===== config.mk =====
export PLATFORM = sky130hd
export DESIGN_NAME = scope_capture_ng
export DESIGN_NICKNAME = d
export VERILOG_FILES = /design/src/rtl/scope_capture_ng.sv
export SDC_FILE = /design/constraint.sdc
export NUM_CORES = 1
export LEC_CHECK = 0
export CAP_MARGIN = 0
export CORE_ASPECT_RATIO = 0.6
export CORE_MARGIN = 4
export CORE_UTILIZATION = 40
export CTS_CLUSTER_DIAMETER = 60
export DETAILED_ROUTE_END_ITERATION = 8
export PLACE_DENSITY = 0.55
export SYNTH_ARGS = -nofsm -noshare
export SYNTH_HDL_FRONTEND = slang
export SYNTH_SLANG_ARGS = --single-unit

===== constraint.sdc =====
create_clock -name CLOCK_50 -period 16.8 [get_ports CLOCK_50]
set_input_delay 1.68 -clock CLOCK_50 [delete_from_list [all_inputs] [get_ports CLOCK_50]]
set_output_delay 1.68 -clock CLOCK_50 [all_outputs]
set_load 0.01 [all_outputs]

===== src/rtl/scope_capture_ng.sv =====
// scope_capture_ng: decimating trace capture into a ping-pong buffer with an
// optional level trigger, and a scrolling Y-coordinate readout for the VGA
// pixel pipeline. Banks swap only on a Vsyn falling edge so the display never tears.
module scope_capture_ng #(
    parameter int DATA_W          = 8,
    parameter int DEPTH           = 64,
    parameter int DECIM           = 31,
    parameter int Y_CENTER        = 239,
    parameter int Y_SCALE         = 120,
    parameter int PIX_STEP        = 1,
    parameter int SCROLL_STEP     = 1,
    parameter int FRAMES_PER_STEP = 2
) (
    input  logic                     CLOCK_50,
    input  logic                     KEY,
    input  logic                     pix_en,
    input  logic                     Vsyn,
    input  logic                     blank_n,
    input  logic signed [DATA_W-1:0] ifft_Iout,
    input  logic signed [DATA_W-1:0] ifft_Qout,
    input  logic [1:0]               ch_sel,
    input  logic [1:0]               trig_mode,
    input  logic signed [DATA_W-1:0] trig_level,
    input  logic                     run,
    output logic [9:0]               Val_CY,
    output logic [1:0]               state,
    output logic                     swap_pulse
);

    localparam int AW = $clog2(DEPTH);
    localparam int CW = (DECIM > 1) ? $clog2(DECIM) : 1;
    localparam int FW = (FRAMES_PER_STEP > 1) ? $clog2(FRAMES_PER_STEP) : 1;

    localparam logic [1:0] S_IDLE = 2'd0;
    localparam logic [1:0] S_WAIT = 2'd1;
    localparam logic [1:0] S_CAPT = 2'd2;
    localparam logic [1:0] S_DONE = 2'd3;

    localparam logic [DATA_W+1:0] MAG_MAX = (DATA_W+2)'((1 << (DATA_W-1)) - 1);

    // |I|+|Q| with one bit of headroom per operand, saturated to the positive full scale.
    function automatic logic signed [DATA_W-1:0] sat_mag(input logic signed [DATA_W-1:0] i,
                                                         input logic signed [DATA_W-1:0] q);
        logic signed [DATA_W:0] ei;
        logic signed [DATA_W:0] eq;
        logic [DATA_W:0]        ai;
        logic [DATA_W:0]        aq;
        logic [DATA_W+1:0]      sum;
        ei  = {i[DATA_W-1], i};
        eq  = {q[DATA_W-1], q};
        ai  = ei[DATA_W] ? $unsigned(-ei) : $unsigned(ei);
        aq  = eq[DATA_W] ? $unsigned(-eq) : $unsigned(eq);
        sum = {1'b0, ai} + {1'b0, aq};
        if (sum > MAG_MAX)
            return $signed(MAG_MAX[DATA_W-1:0]);
        return $signed(sum[DATA_W-1:0]);
    endfunction

    // Screen Y for a sample: scale, arithmetic shift back to pixels, clamp to the visible rows.
    function automatic logic [9:0] y_of(input logic signed [DATA_W-1:0] s);
        logic signed [31:0] prod;
        logic signed [31:0] y;
        prod = $signed(32'(s)) * $signed(Y_SCALE);
        y    = Y_CENTER - (prod >>> (DATA_W - 1));
        if (y < 0)
            return 10'd0;
        if (y > 479)
            return 10'd479;
        return 10'(y);
    endfunction

    logic [CW-1:0]            decim_cnt;
    logic                     strobe;
    logic signed [DATA_W-1:0] sample_val;
    logic signed [DATA_W-1:0] prev;
    logic                     trig_hit;
    logic                     vsyn_d;
    logic                     vsyn_fall;
    logic [FW-1:0]            frame_cnt;
    logic [AW-1:0]            scroll;
    logic [AW-1:0]            wr_idx;
    logic [AW-1:0]            wr_addr;
    logic                     wr_en;
    logic                     front;
    logic [AW-1:0]            rd_idx;
    logic signed [DATA_W-1:0] rd_data_p1;
    logic                     vld_p1;
    logic signed [DATA_W-1:0] mem [0:2*DEPTH-1];

    assign strobe    = (decim_cnt == CW'(DECIM - 1));
    assign vsyn_fall = vsyn_d & ~Vsyn;

    // Channel selection for the value that would be stored at this strobe.
    always_comb begin
        sample_val = ifft_Iout;
        case (ch_sel)
            2'd1:    sample_val = ifft_Qout;
            2'd2:    sample_val = sat_mag(ifft_Iout, ifft_Qout);
            default: sample_val = ifft_Iout;
        endcase
    end

    // Level-crossing detection against the previous strobed value.
    always_comb begin
        trig_hit = 1'b0;
        case (trig_mode)
            2'd0:    trig_hit = 1'b1;
            2'd1:    trig_hit = (prev < trig_level) && (sample_val >= trig_level);
            default: trig_hit = (prev > trig_level) && (sample_val <= trig_level);
        endcase
    end

    // Write port: trigger sample goes to index 0, the rest follow one per strobe.
    always_comb begin
        wr_addr = wr_idx;
        wr_en   = 1'b0;
        if (KEY && strobe) begin
            if (state == S_WAIT && run && trig_hit) begin
                wr_en   = 1'b1;
                wr_addr = '0;
            end else if (state == S_CAPT) begin
                wr_en = 1'b1;
            end
        end
    end

    // Free-running decimator; the strobe is the last count of each period.
    always_ff @(posedge CLOCK_50) begin
        if (!KEY)
            decim_cnt <= '0;
        else if (strobe)
            decim_cnt <= '0;
        else
            decim_cnt <= decim_cnt + 1'b1;
    end

    // Previous strobed value for the trigger comparison.
    always_ff @(posedge CLOCK_50) begin
        if (!KEY)
            prev <= '0;
        else if (strobe)
            prev <= sample_val;
    end

    // Vsyn edge detector and frame-paced scroll offset.
    always_ff @(posedge CLOCK_50) begin
        if (!KEY) begin
            vsyn_d    <= 1'b0;
            frame_cnt <= '0;
            scroll    <= '0;
        end else begin
            vsyn_d <= Vsyn;
            if (vsyn_fall) begin
                if (frame_cnt == FW'(FRAMES_PER_STEP - 1)) begin
                    frame_cnt <= '0;
                    scroll    <= scroll + AW'(SCROLL_STEP);
                end else begin
                    frame_cnt <= frame_cnt + 1'b1;
                end
            end
        end
    end

    // Capture FSM and front/back bank ownership.
    always_ff @(posedge CLOCK_50) begin
        if (!KEY) begin
            state      <= S_IDLE;
            wr_idx     <= '0;
            front      <= 1'b0;
            swap_pulse <= 1'b0;
        end else begin
            swap_pulse <= 1'b0;
            case (state)
                S_IDLE: begin
                    if (run)
                        state <= S_WAIT;
                end
                S_WAIT: begin
                    if (!run) begin
                        state <= S_IDLE;
                    end else if (strobe && trig_hit) begin
                        wr_idx <= AW'(1);
                        state  <= S_CAPT;
                    end
                end
                S_CAPT: begin
                    if (strobe) begin
                        wr_idx <= wr_idx + 1'b1;
                        if (wr_idx == AW'(DEPTH - 1))
                            state <= S_DONE;
                    end
                end
                default: begin
                    if (vsyn_fall) begin
                        front      <= ~front;
                        swap_pulse <= 1'b1;
                        state      <= run ? S_WAIT : S_IDLE;
                    end
                end
            endcase
        end
    end

    // Sample RAM: two banks addressed by {bank, index}; writes only hit the back bank.
    always_ff @(posedge CLOCK_50) begin
        if (wr_en)
            mem[{~front, wr_addr}] <= sample_val;
    end

    // Read pointer: restarts at the scroll offset during blanking, steps per pixel.
    always_ff @(posedge CLOCK_50) begin
        if (!KEY)
            rd_idx <= '0;
        else if (!blank_n)
            rd_idx <= scroll;
        else if (pix_en)
            rd_idx <= rd_idx + AW'(PIX_STEP);
    end

    // ---- stage p1: front-bank RAM read ----
    always_ff @(posedge CLOCK_50) begin
        if (pix_en && blank_n)
            rd_data_p1 <= mem[{front, rd_idx}];
    end

    // Valid flag for the read stage.
    always_ff @(posedge CLOCK_50) begin
        if (!KEY)
            vld_p1 <= 1'b0;
        else
            vld_p1 <= pix_en & blank_n;
    end

    // ---- stage p2: Y coordinate register ----
    always_ff @(posedge CLOCK_50) begin
        if (!KEY)
            Val_CY <= 10'(Y_CENTER);
        else if (vld_p1)
            Val_CY <= y_of(rd_data_p1);
    end

endmodule


==> Word level (Yosys, flattened, before mapping) <==
Memories as Yosys holds them, arrays and structs flattened. A register that Yosys moved wholly into a read port is not among the register bits.
Index checks and enable logic that the tools add are counted.
Widths: inputs -> output; s select.
{ "word_totals": {"regBits": 48, "latchBits": 0, "ram_bits": 1024, "mem_bits_ro": 0, "mem_count": 1} }
{ "memory_table": {"columns": ["memory", "depth", "word_bits", "read_ports", "rd_clocked_by_memory_dff", "wr", "line_no", "source"], "rows": [
  ["mem", 128, 8, 1, 1, 1, "88", "logic signed [DATA_W-1:0] mem [0:2*DEPTH-1];"]
]} }
{ "classes": {"n_addsub": 9, "n_mul": 1, "div": 0, "n_lt_le_gt_ge": 7, "n_eq_ne": 14, "n_shift": 0, "mux": 42, "bitwise_logic": 6, "n_reduce_logical": 18} }
{ "ops": {"columns": ["operator", "count"], "rows": [
  ["$mux 6", 7],
  ["$mux 10", 4],
  ["$add 6x1->6 const B", 3],
  ["$mux 9", 2],
  ["$neg 8->9", 2],
  ["$mux 1", 17],
  ["$mux 8", 2],
  ["$pmux 8 s2", 1],
  ["$mul 8x5->13 const B", 1],
  ["$mux 2", 6],
  ["$pmux 6 s2", 1],
  ["$add 9x9->10", 1],
  ["$gt 10x10->1 const B", 1],
  ["$gt 10x7->1 const B", 1],
  ["$lt 10x1->1 const B", 1],
  ["$sub 9x9->10 const A", 1],
  ["$ge 8x8->1", 1],
  ["$gt 8x8->1", 1],
  ["$le 8x8->1", 1],
  ["$lt 8x8->1", 1],
  ["$ne 2x2->1 const B", 4],
  ["$logic_and 1x1->1", 7],
  ["$eq 2x1->1 const B", 3],
  ["$eq 6x6->1 const B", 1],
  ["19 further kinds", 27]
]} }

==> Logic depth before layout (Yosys ltp) <==
Gate-level depths: netlist of the first run.
{ "logic_depth": {"word_depth": 16, "mapped_depth": 22} }

==> Least setup slack after synthesis of the first run <==
OpenSTA, ideal clock, no wires.
{ "synth_path": {"path_kind": "input to register", "from": "input ch_sel[0]", "to": "memory mem[88][0], enable pin", "setup_time_ns": 0.419, "t_arrival_ns": 10.510, "required_ns": 16.381, "path_slack_ns": 5.871, "stages": 11, "n_path_buf": 1, "path_cell_list": "inv_1 ha_1 clkbuf_1 o21ai_0 ha_1 nor3b_1 a21oi_1 o21ai_0 mux2i_1 o211ai_1 a2111oi_0"} }
{ "synth_via": {"elab_chain_len": 10, "elab_cells_between_ends": 15, "cone_classes": "order compare: 2; eq/ne: 2; mux: 8; reduce/logical: 3"} }
{ "synth_lines": {"columns": ["item", "line_no", "source"], "rows": [
  ["from (decl)", "21", "input logic [1:0] ch_sel,"],
  ["$eq 2x2->1 / $eq 2x1->1 (equally long branches)", "96", "case (ch_sel)"],
  ["$pmux 8 s2 *", "96", null],
  ["named net sample_val[7]", "74", "logic signed [DATA_W-1:0] sample_val;"],
  ["$le 8x8->1 / $ge 8x8->1 (equally long branches)", "109, 108", null],
  ["$logic_and 1x1->1 (on tied branches)", "109, 108", null],
  ["$pmux 1 s2 *", "106", "case (trig_mode)"],
  ["$logic_and 1x1->1 *", "118", "if (state == S_WAIT && run && trig_hit) begin"],
  ["$mux 1", "118", null],
  ["$mux 1", "117", "if (KEY && strobe) begin"],
  ["$mux 1", "206", "if (wr_en)"],
  ["$mux 1 (not written as such)", "207", "mem[{~front, wr_addr}] <= sample_val;"],
  ["to (decl)", "88", null]
]} }
Mark *: on every way through the listed nets, which the timed path passes. The rest lies on a longest branch.

==> Final worst setup path of the first run <==
{ "layout_path": {"from": "input ifft_Iout[0]", "to": "memory mem[2][4], enable pin"} }
{ "layout_via": {"elab_chain_len": 16, "elab_cells_between_ends": 20, "cone_classes": "add/sub: 2; order compare: 3; mux: 12; reduce/logical: 3"} }
{ "layout_lines": {"columns": ["item", "line_no", "source"], "rows": [
  ["from (decl)", "19", "input logic signed [DATA_W-1:0] ifft_Iout,"],
  ["$neg 8->9", "51", "ai = ei[DATA_W] ? $unsigned(-ei) : $unsigned(ei);"],
  ["$mux 9 *", "51", null],
  ["$add 9x9->10 *", "53", "sum = {1'b0, ai} + {1'b0, aq};"],
  ["$gt 10x7->1", "54", "if (sum > MAG_MAX)"],
  ["$mux 1", "54", null],
  ["$mux 1", "96", null],
  ["$mux 8 *", "56", "return $signed(sum[DATA_W-1:0]);"],
  ["$pmux 8 s2 *", "96", null],
  ["named net sample_val[2]", "74", null],
  ["$le 8x8->1 / $ge 8x8->1 (equally long branches)", "109, 108", null],
  ["$logic_and 1x1->1 (on tied branches)", "109, 108", null],
  ["$pmux 1 s2 *", "106", null],
  ["$logic_and 1x1->1 *", "118", null],
  ["$mux 1", "118", null],
  ["$mux 1", "117", null],
  ["$mux 1", "206", null],
  ["$mux 1 (not written as such)", "207", null]
]} }
Mark *: on every way through the listed nets, which the timed path passes. The rest lies on a longest branch. The select of a mux whose other input is x is not followed.

==> results of run 1 <==
## state kept, by name (all words and copies together) (netlist names)
name	flops
vsyn_d	1
mem	1024
scroll	6
front	1
decim_cnt	5
rd_data_p1	8
Val_CY	9
vld_p1	1
swap_pulse	1
state	2
prev	8
rd_idx	6
wr_idx	6
frame_cnt	1
## synthesized netlist by cell type, drive strengths merged (3+ instances only)
cell type / n / area (sq um)
nor3: 24 / 125
a21oi: 44 / 220
nand3: 24 / 120
or3: 12 / 75.1
clkbuf: 74 / 278
buf: 45 / 267
nor2b: 15 / 93.8
nand2: 60 / 225
and2: 6 / 37.5
nor2: 157 / 589
nand3b: 4 / 30.0
o2111ai: 3 / 26.3
o21ai: 44 / 220
a211oi: 18 / 135
xnor2: 24 / 210
nand4: 11 / 68.8
o211ai: 14 / 105
a22oi: 9 / 67.6
inv: 50 / 188
a21boi: 4 / 30.0
o31ai: 4 / 30.0
nand2b: 6 / 37.5
a211o: 5 / 43.8
a21o: 5 / 37.5
nor3b: 5 / 37.5
ha: 56 / 701
a2111oi: 3 / 32.5
xor2: 20 / 175
dfxtp: 47 / 941
and4: 3 / 26.3
nor4: 5 / 31.3
edfxtp: 1032 / 31000
fa: 11 / 220
and3: 4 / 25.0
o21a: 13 / 97.6
mux4: 328 / 7390
mux2i: 21 / 210
## routing by layer
layer  vias to the layer above  wire (um)  global-route usage
met5                         -          0                   0
met4                         0       1320              0.0317
met3                       106      11100              0.0596
met2                       876      45600               0.258
met1                     11800      52200               0.308
li1                       9310          -                   -
## power by group through the flow
stage | registers [uW] | clock network, uW | logic [uW]
6_report | 3030 | 2240 | 580
5_1_grt | 3030 | 2410 | 637
4_1_cts | 3030 | 2290 | 586
3_5_place_dp | 3090 | 0 | 583
3_3_place_gp | 3090 | 0 | 575
2_1_floorplan | 3100 | 0 | 381
## through the flow
stage / cell area, sq um / hold slack (ns)
global route: 49700 / 0.516
detailed placement: 46500 / 0.460
global placement: 46500 / 0.439
CTS: 49700 / 0.467
floorplan: 44400 / 0.430
finish: 49700 / 0.462
## final timing paths
path	start	end	slack [ns]	cells past startpoint
worst min register to register	decim_cnt[0]	decim_cnt[0]	0.46	1
worst max-delay path	ifft_Iout[0]	mem[2][4]	8.34	20
worst max register to register	rd_idx[0]	rd_data_p1[0]	10.98	7
worst min-delay path	decim_cnt[0]	decim_cnt[0]	0.46	1
## area by class of cell
class | count | area (sq um)
clock buffer | 118 | 2530
fill | 9289 | 60200
tap | 1488 | 1860
timing repair buffer | 81 | 746
multi-input combinational | 991 | 11800
inverter | 51 | 191
sequential | 1079 | 31900
clock inverter | 62 | 627
antenna | 1 | 2.50
## cells by family after synthesis
logic type / Yosys count / share of synthesized area
adder cells (fa/ha/maj): 67 / 0.0208
buffers and inverters: 170 / 0.0166
flip-flops: 1079 / 0.720
other: 1 / 0.0000845
multiplexers: 351 / 0.172
AO/OA/AOI/OAI: 185 / 0.0274
XOR/XNOR: 44 / 0.00868
AND/OR/NAND/NOR: 341 / 0.0352
==> results.rst, run 1 <==
.. list-table::
   :header-rows: 1

   * - Metric
     - Value
   * - Result of the run
     - complete, no violations
   * - Most frequent standard cell in the layout excluding fill and tap cells
     - sky130_fd_sc_hd__edfxtp_1
   * - Top library cells by usage in the layout, fill and taps aside
     - sky130_fd_sc_hd__edfxtp_1 (1032), sky130_fd_sc_hd__mux4_2 (328), sky130_fd_sc_hd__nor2_1 (157)
   * - CTS resizes
     - 0
   * - Maximum clock rate
     - 118 MHz
   * - Total of endpoints with negative setup slack in the final report
     - 0
   * - Largest stage delay, worst path
     - 0.87 ns
   * - Setup repair after global routing missed its margin
     - false
   * - Synth-to-Final Area Change
     - 12.0%
   * - DRC
     - 0
   * - Initial cell density of the core
     - 0.404
   * - IO Port Bufs
     - 45
   * - Total global routing overflow
     - 0
   * - Number of clock sinks
     - 1079
   * - Clock Tree Root
     - sky130_fd_sc_hd__clkbuf_16
   * - Average detailed-routed wire length per instance
     - 28.5 um
   * - Combinational power share
     - 0.099
   * - Slew headroom
     - 0.176
   * - Critical-path maximum fanout
     - 77
   * - Reported leakage power
     - 0.0149 uW
   * - Total buffers and inverters traversed by the critical path
     - 3
   * - TritonCTS clock tree
     - done
   * - Number of placed cells counting well taps
     - 3690
   * - Iter 0 DRT Violations
     - 2732
   * - Overall power
     - 5850 uW
   * - Setup tns final
     - 0 ns
   * - Chip Width
     - 438 um
   * - Global-route wire length before repair
     - 161 mm
   * - I/O pin total
     - 47
   * - Final Util
     - 0.452
   * - Slowest cell on the critical path
     - sky130_fd_sc_hd__a21oi_1
   * - WP data arrival
     - 8.81 ns
   * - Total setup buffers inserted after CTS
     - 0
   * - Tightest Hold Check Type
     - flip-flop to flip-flop
   * - Setup skew after layout
     - 0.0379 ns
   * - Routed via count
     - 22100
   * - Synth Instances
     - 2238
   * - Standard cell core area
     - 0.110 sq mm
   * - Clock network fraction of total power
     - 0.383
   * - Setup slack at placement
     - 7.59 ns
   * - Delay-heaviest family, CP
     - compound AO/OA/AOI/OAI gates
   * - Number of synthesized flops with an enable pin
     - 1032
   * - Initial antenna violation count
     - 4
   * - DP HPWL
     - 69.6 mm
   * - Transition time at the pin with the least slew margin
     - 1.23 ns
   * - PnR worst setup slack
     - 8.34 ns
   * - Post-synth design cell area
     - 0.0444 sq mm
   * - Cell Int Power
     - 4450 uW
   * - CTS clk-pin slew, worst paths
     - 0.06 ns
   * - Hold Vio Cnt, Final
     - 0
   * - Power per cell area
     - 118 mW/mm^2
   * - Element type at the critical path end
     - flip-flop
   * - Overall routed net length
     - 110 mm
   * - Synthesized area divided by synthesized cell count
     - 19.8 sq um
   * - Power dissipated by switching net loads
     - 1400 uW
   * - Most Frequent Cell on Critical Path
     - sky130_fd_sc_hd__o21ai_0
   * - Number of slew-limit violations in the final report
     - 0
   * - Share of async-settable or async-resettable flops after synthesis
     - 0
   * - Synth cell types
     - 64
   * - Largest net degree at the start of global routing
     - 130
   * - Switching part of the total power
     - 0.239
   * - DIE AREA
     - 0.117 sq mm
   * - Ratio of routed vias to standard cells
     - 5.71
   * - Portion of the clock cycle consumed by the worst path in the final layout
     - 0.504
   * - Leading register cell type out of synthesis
     - sky130_fd_sc_hd__edfxtp_1
   * - Latest clock arrival within the worst-skew pair
     - 0.72 ns
   * - CP cell instances
     - clkdlybuf4s50_1 -> inv_1 -> ha_1 -> nand2_1 -> o21ai_0 -> ha_1 -> a211oi_1 -> o21ai_1 -> nor4b_1 -> o31ai_1 -> o21ai_0 -> a21oi_4 -> buf_4 -> ha_1 -> o21ai_0 -> a21oi_1 -> o21ai_0 -> mux2i_1 -> o2111ai_1 -> a21oi_1
   * - Yosys synthesis warning count
     - 0
   * - FP Rows
     - 94
   * - Worst EP required
     - 17.14 ns
   * - H-tree levels
     - 3
   * - CP startpoint kind
     - input port
   * - Final critical-path required period
     - 8.46 ns
   * - Final weighted congestion of routability-driven global placement
     - 0.833
   * - Tot GR Track Use
     - 0.192
   * - DIE HEIGHT
     - 266 um
   * - Final nets
     - 2403
   * - Worst vdd rail ir drop
     - 0.0000828 V
   * - Final cell count without fillers
     - 3871
   * - Number of buffers created by CTS
     - 98
   * - Via count of the first global-routing pass
     - 22000
   * - Part of the Yosys area used for sequential elements
     - 0.720
   * - Detailed-router iteration count before antenna repair
     - 5
   * - Antenna Nets Post-Route
     - 0
   * - Part of the total power dissipated in sequential elements
     - 0.518
   * - Max clock buf depth
     - 3
   * - Number of max-cap violations
     - 0
   * - Fraction of final layout cells with drive strength greater than 1
     - 0.218
   * - Critical path start-end classification
     - input port to flip-flop
   * - Number of storage elements in the synthesis netlist
     - 1079
   * - # hold bufs at CTS
     - 0
Note: power is estimated with default switching activity, not from simulation.
==> run 2: changes to the inputs <==
clock period = 7.8 ns   (was 16.8 ns; I/O delays follow)
==> results.rst, run 2 (same netlist as run 1, synthesis figures left out) <==
.. list-table::
   :header-rows: 1

   * - Metric
     - Value
   * - Final nets
     - 2409 (+0.25%)
   * - Average detailed-routed wire length per instance
     - 28.9 um (+1.6%)
   * - I/O pin total
     - 47 (unchanged)
   * - Final critical-path required period
     - 6.79 ns
   * - Result of the run
     - complete, no violations
   * - Via count of the first global-routing pass
     - 22200 (+0.95%)
   * - Setup repair after global routing missed its margin
     - false
   * - TritonCTS clock tree
     - done
   * - Power per cell area
     - 254 mW/mm^2 (+120%)
   * - Fraction of final layout cells with drive strength greater than 1
     - 0.226 (+0.00773)
   * - Worst hold endpoint
     - prev[7]
   * - Critical-path maximum fanout
     - 8 (-90%)
   * - Clock Tree Root
     - sky130_fd_sc_hd__clkbuf_16
   * - Total of endpoints with negative setup slack in the final report
     - 0 (unchanged)
   * - WP data arrival
     - 7.12 ns (-1.69 ns)
   * - Number of clock sinks
     - 1079 (unchanged)
   * - CTS clk-pin slew, worst paths
     - 0.07 ns (about the same)
   * - Standard cell core area
     - 0.110 sq mm (unchanged)
   * - Slack of the worst reg-to-reg path
     - 2.89 ns (-8.09 ns)
   * - Routed via count
     - 22400 (+1.2%)
   * - Element type at the critical path end
     - flip-flop
   * - Overall routed net length
     - 112 mm (+1.8%)
   * - Total global routing overflow
     - 0 (unchanged)
   * - # hold bufs at CTS
     - 0 (unchanged)
   * - Detailed-router iteration count before antenna repair
     - 7 (+2)
   * - Global-route wire length before repair
     - 164 mm (+1.5%)
   * - DIE HEIGHT
     - 266 um (unchanged)
   * - DRC
     - 0 (unchanged)
   * - Worst vdd rail ir drop
     - 0.000189 V (+130%)
   * - Transition time at the pin with the least slew margin
     - 1.26 ns (+0.0227 ns)
   * - Critical path start-end classification
     - input port to flip-flop
   * - DIE AREA
     - 0.117 sq mm (unchanged)
   * - Synth-to-Final Area Change
     - 12.2%
   * - Register with the highest flop count
     - mem
   * - Antenna Nets Post-Route
     - 0 (unchanged)
   * - Slew headroom
     - 0.162 (-0.0135)
   * - Initial cell density of the core
     - 0.404 (unchanged)
   * - IO Port Bufs
     - 45 (unchanged)
   * - R2R Path End
     - Val_CY[5]
   * - Most frequent standard cell in the layout excluding fill and tap cells
     - sky130_fd_sc_hd__edfxtp_1
   * - Final weighted congestion of routability-driven global placement
     - 0.845 (+1.5%)
   * - Count of filler cells inserted in the layout
     - 9289 (unchanged)
   * - Hold path startpoint
     - prev[7]
   * - Maximum clock rate
     - 147 MHz
   * - Total setup buffers inserted after CTS
     - 0 (unchanged)
   * - FP Rows
     - 94 (unchanged)
   * - Setup skew after layout
     - 0.0412 ns (+0.00330 ns)
   * - Worst EP required
     - 8.13 ns (-9.01 ns)
   * - Tot GR Track Use
     - 0.194 (+0.00195)
   * - Portion of the clock cycle consumed by the worst path in the final layout
     - 0.871
   * - DP HPWL
     - 68.6 mm (-1.4%)
   * - CTS resizes
     - 0 (unchanged)
   * - Largest net degree at the start of global routing
     - 158 (+22%)
   * - Reported leakage power
     - 0.0150 uW (+0.57%)
   * - CP startpoint kind
     - input port
   * - Setup tns final
     - 0 ns (unchanged)
   * - Number of slew-limit violations in the final report
     - 0 (unchanged)
   * - Beginning of the worst register-to-register path
     - rd_data_p1[5]
   * - Met1 Track Usage GR
     - 0.315 (+0.00736)
   * - Met3 usage in global routing
     - 0.0447 (-0.0148)
   * - Met2 usage in global routing
     - 0.266 (+0.00779)
   * - Max clock buf depth
     - 3 (unchanged)
   * - Hold Vio Cnt, Final
     - 0 (unchanged)
   * - Number of buffers created by CTS
     - 99 (+1.0%)
   * - Chip Width
     - 438 um (unchanged)
   * - Number of max-cap violations
     - 0 (unchanged)
   * - Initial antenna violation count
     - 1 (-3)
   * - Top flop regs
     - mem x1024, Val_CY x9
   * - Latest clock arrival within the worst-skew pair
     - 0.72 ns (about the same)
   * - Largest register FFs
     - 1024 (unchanged)
   * - Number of diodes
     - 0 (-1)
   * - Worst-case reg-to-reg path depth
     - 14 (+7)
   * - Iter 0 DRT Violations
     - 2763 (+1.1%)
   * - Overall power
     - 12700 uW (+120%)
   * - Ratio of routed vias to standard cells
     - 5.77 (+1.0%)
   * - Tightest Hold Check Type
     - flip-flop to flip-flop
   * - Count of cells along the worst hold path
     - 2 (+1)
   * - Top library cells by usage in the layout, fill and taps aside
     - sky130_fd_sc_hd__edfxtp_1 (1032), sky130_fd_sc_hd__mux4_2 (328), sky130_fd_sc_hd__nor2_1 (157)
   * - H-tree levels
     - 3 (unchanged)
   * - Busiest metal layer after global routing
     - met1
==> run 2: worst max path at each step <==
stage / slack, ns / from / cells past startpoint / endpoint
2_1_floorplan: 0.12 / ifft_Qout[2] / 18 / mem[21][0]
3_3_place_gp: 0.44 / ifft_Iout[0] / 21 / mem[66][4]
3_5_place_dp: 0.47 / ifft_Iout[0] / 21 / mem[69][2]
4_1_cts: 1.22 / ifft_Iout[0] / 21 / mem[70][7]
5_1_grt: 0.57 / ifft_Iout[0] / 21 / mem[69][5]
6_report: 1.01 / ifft_Iout[0] / 21 / mem[65][5]
==> run 2: final cells by class <==
type                       count  area (sq um)  area share
clock buffer                 116          2560      0.0514
inverter                      51           191     0.00384
tap                         1488          1860      0.0374
sequential                  1079         31900       0.641
multi-input combinational    991         11800       0.237
clock inverter                66           646      0.0130
timing repair buffer          86           796      0.0160
==> run 2: stage by stage <==
stage | util | cell area [sq um] | setup slack (ns) | hold slack (ns) | cells
after floorplan | - | 44400 | 0.120 | 0.430 | 2240
after global placement | 0.424 | 46600 | 0.438 | 0.438 | 3695
after detailed placement | 0.424 | 46600 | 0.474 | 0.454 | 3695
after CTS | 0.453 | 49800 | 1.22 | 0.462 | 3877
after global routing | 0.453 | 49800 | 0.567 | 0.478 | 3877
final | 0.453 | 49800 | 1.01 | 0.462 | 3877
==> run 2: worst max-delay path, cell delays in order <==
cell                              delay [ns]
sky130_fd_sc_hd__clkdlybuf4s50_1        0.65
sky130_fd_sc_hd__inv_1                  0.08
sky130_fd_sc_hd__ha_1                   0.30
sky130_fd_sc_hd__nand2_1                0.06
sky130_fd_sc_hd__o21ai_0                0.21
sky130_fd_sc_hd__ha_1                   0.36
sky130_fd_sc_hd__a211oi_1               0.33
sky130_fd_sc_hd__o21ai_1                0.19
sky130_fd_sc_hd__nor4b_1                0.18
sky130_fd_sc_hd__o31ai_1                0.65
sky130_fd_sc_hd__o21ai_0                0.18
sky130_fd_sc_hd__a21o_1                 0.24
sky130_fd_sc_hd__nand2_4                0.07
sky130_fd_sc_hd__ha_1                   0.24
sky130_fd_sc_hd__nor2b_1                0.13
sky130_fd_sc_hd__o21ai_0                0.18
sky130_fd_sc_hd__a21oi_1                0.10
sky130_fd_sc_hd__o21ai_0                0.45
sky130_fd_sc_hd__mux2i_1                0.44
sky130_fd_sc_hd__o2111ai_1              0.49
sky130_fd_sc_hd__a21oi_1                0.80
==> run 2: where the power goes <==
part / switching (uW) / internal (uW) / total [uW]
Clock: 2190 / 2670 / 4860
Combinational: 808 / 454 / 1260
Sequential: 34.4 / 6500 / 6530
==> run 2: routing by layer <==
layer / vias to the layer above / wire (um) / share of wire
met1: 11900 / 53900 / 0.48
met4: 0 / 1750 / 0.016
met5: - / 0 / 0
met2: 938 / 47100 / 0.42
li1: 9334 / - / -
met3: 140 / 9440 / 0.084
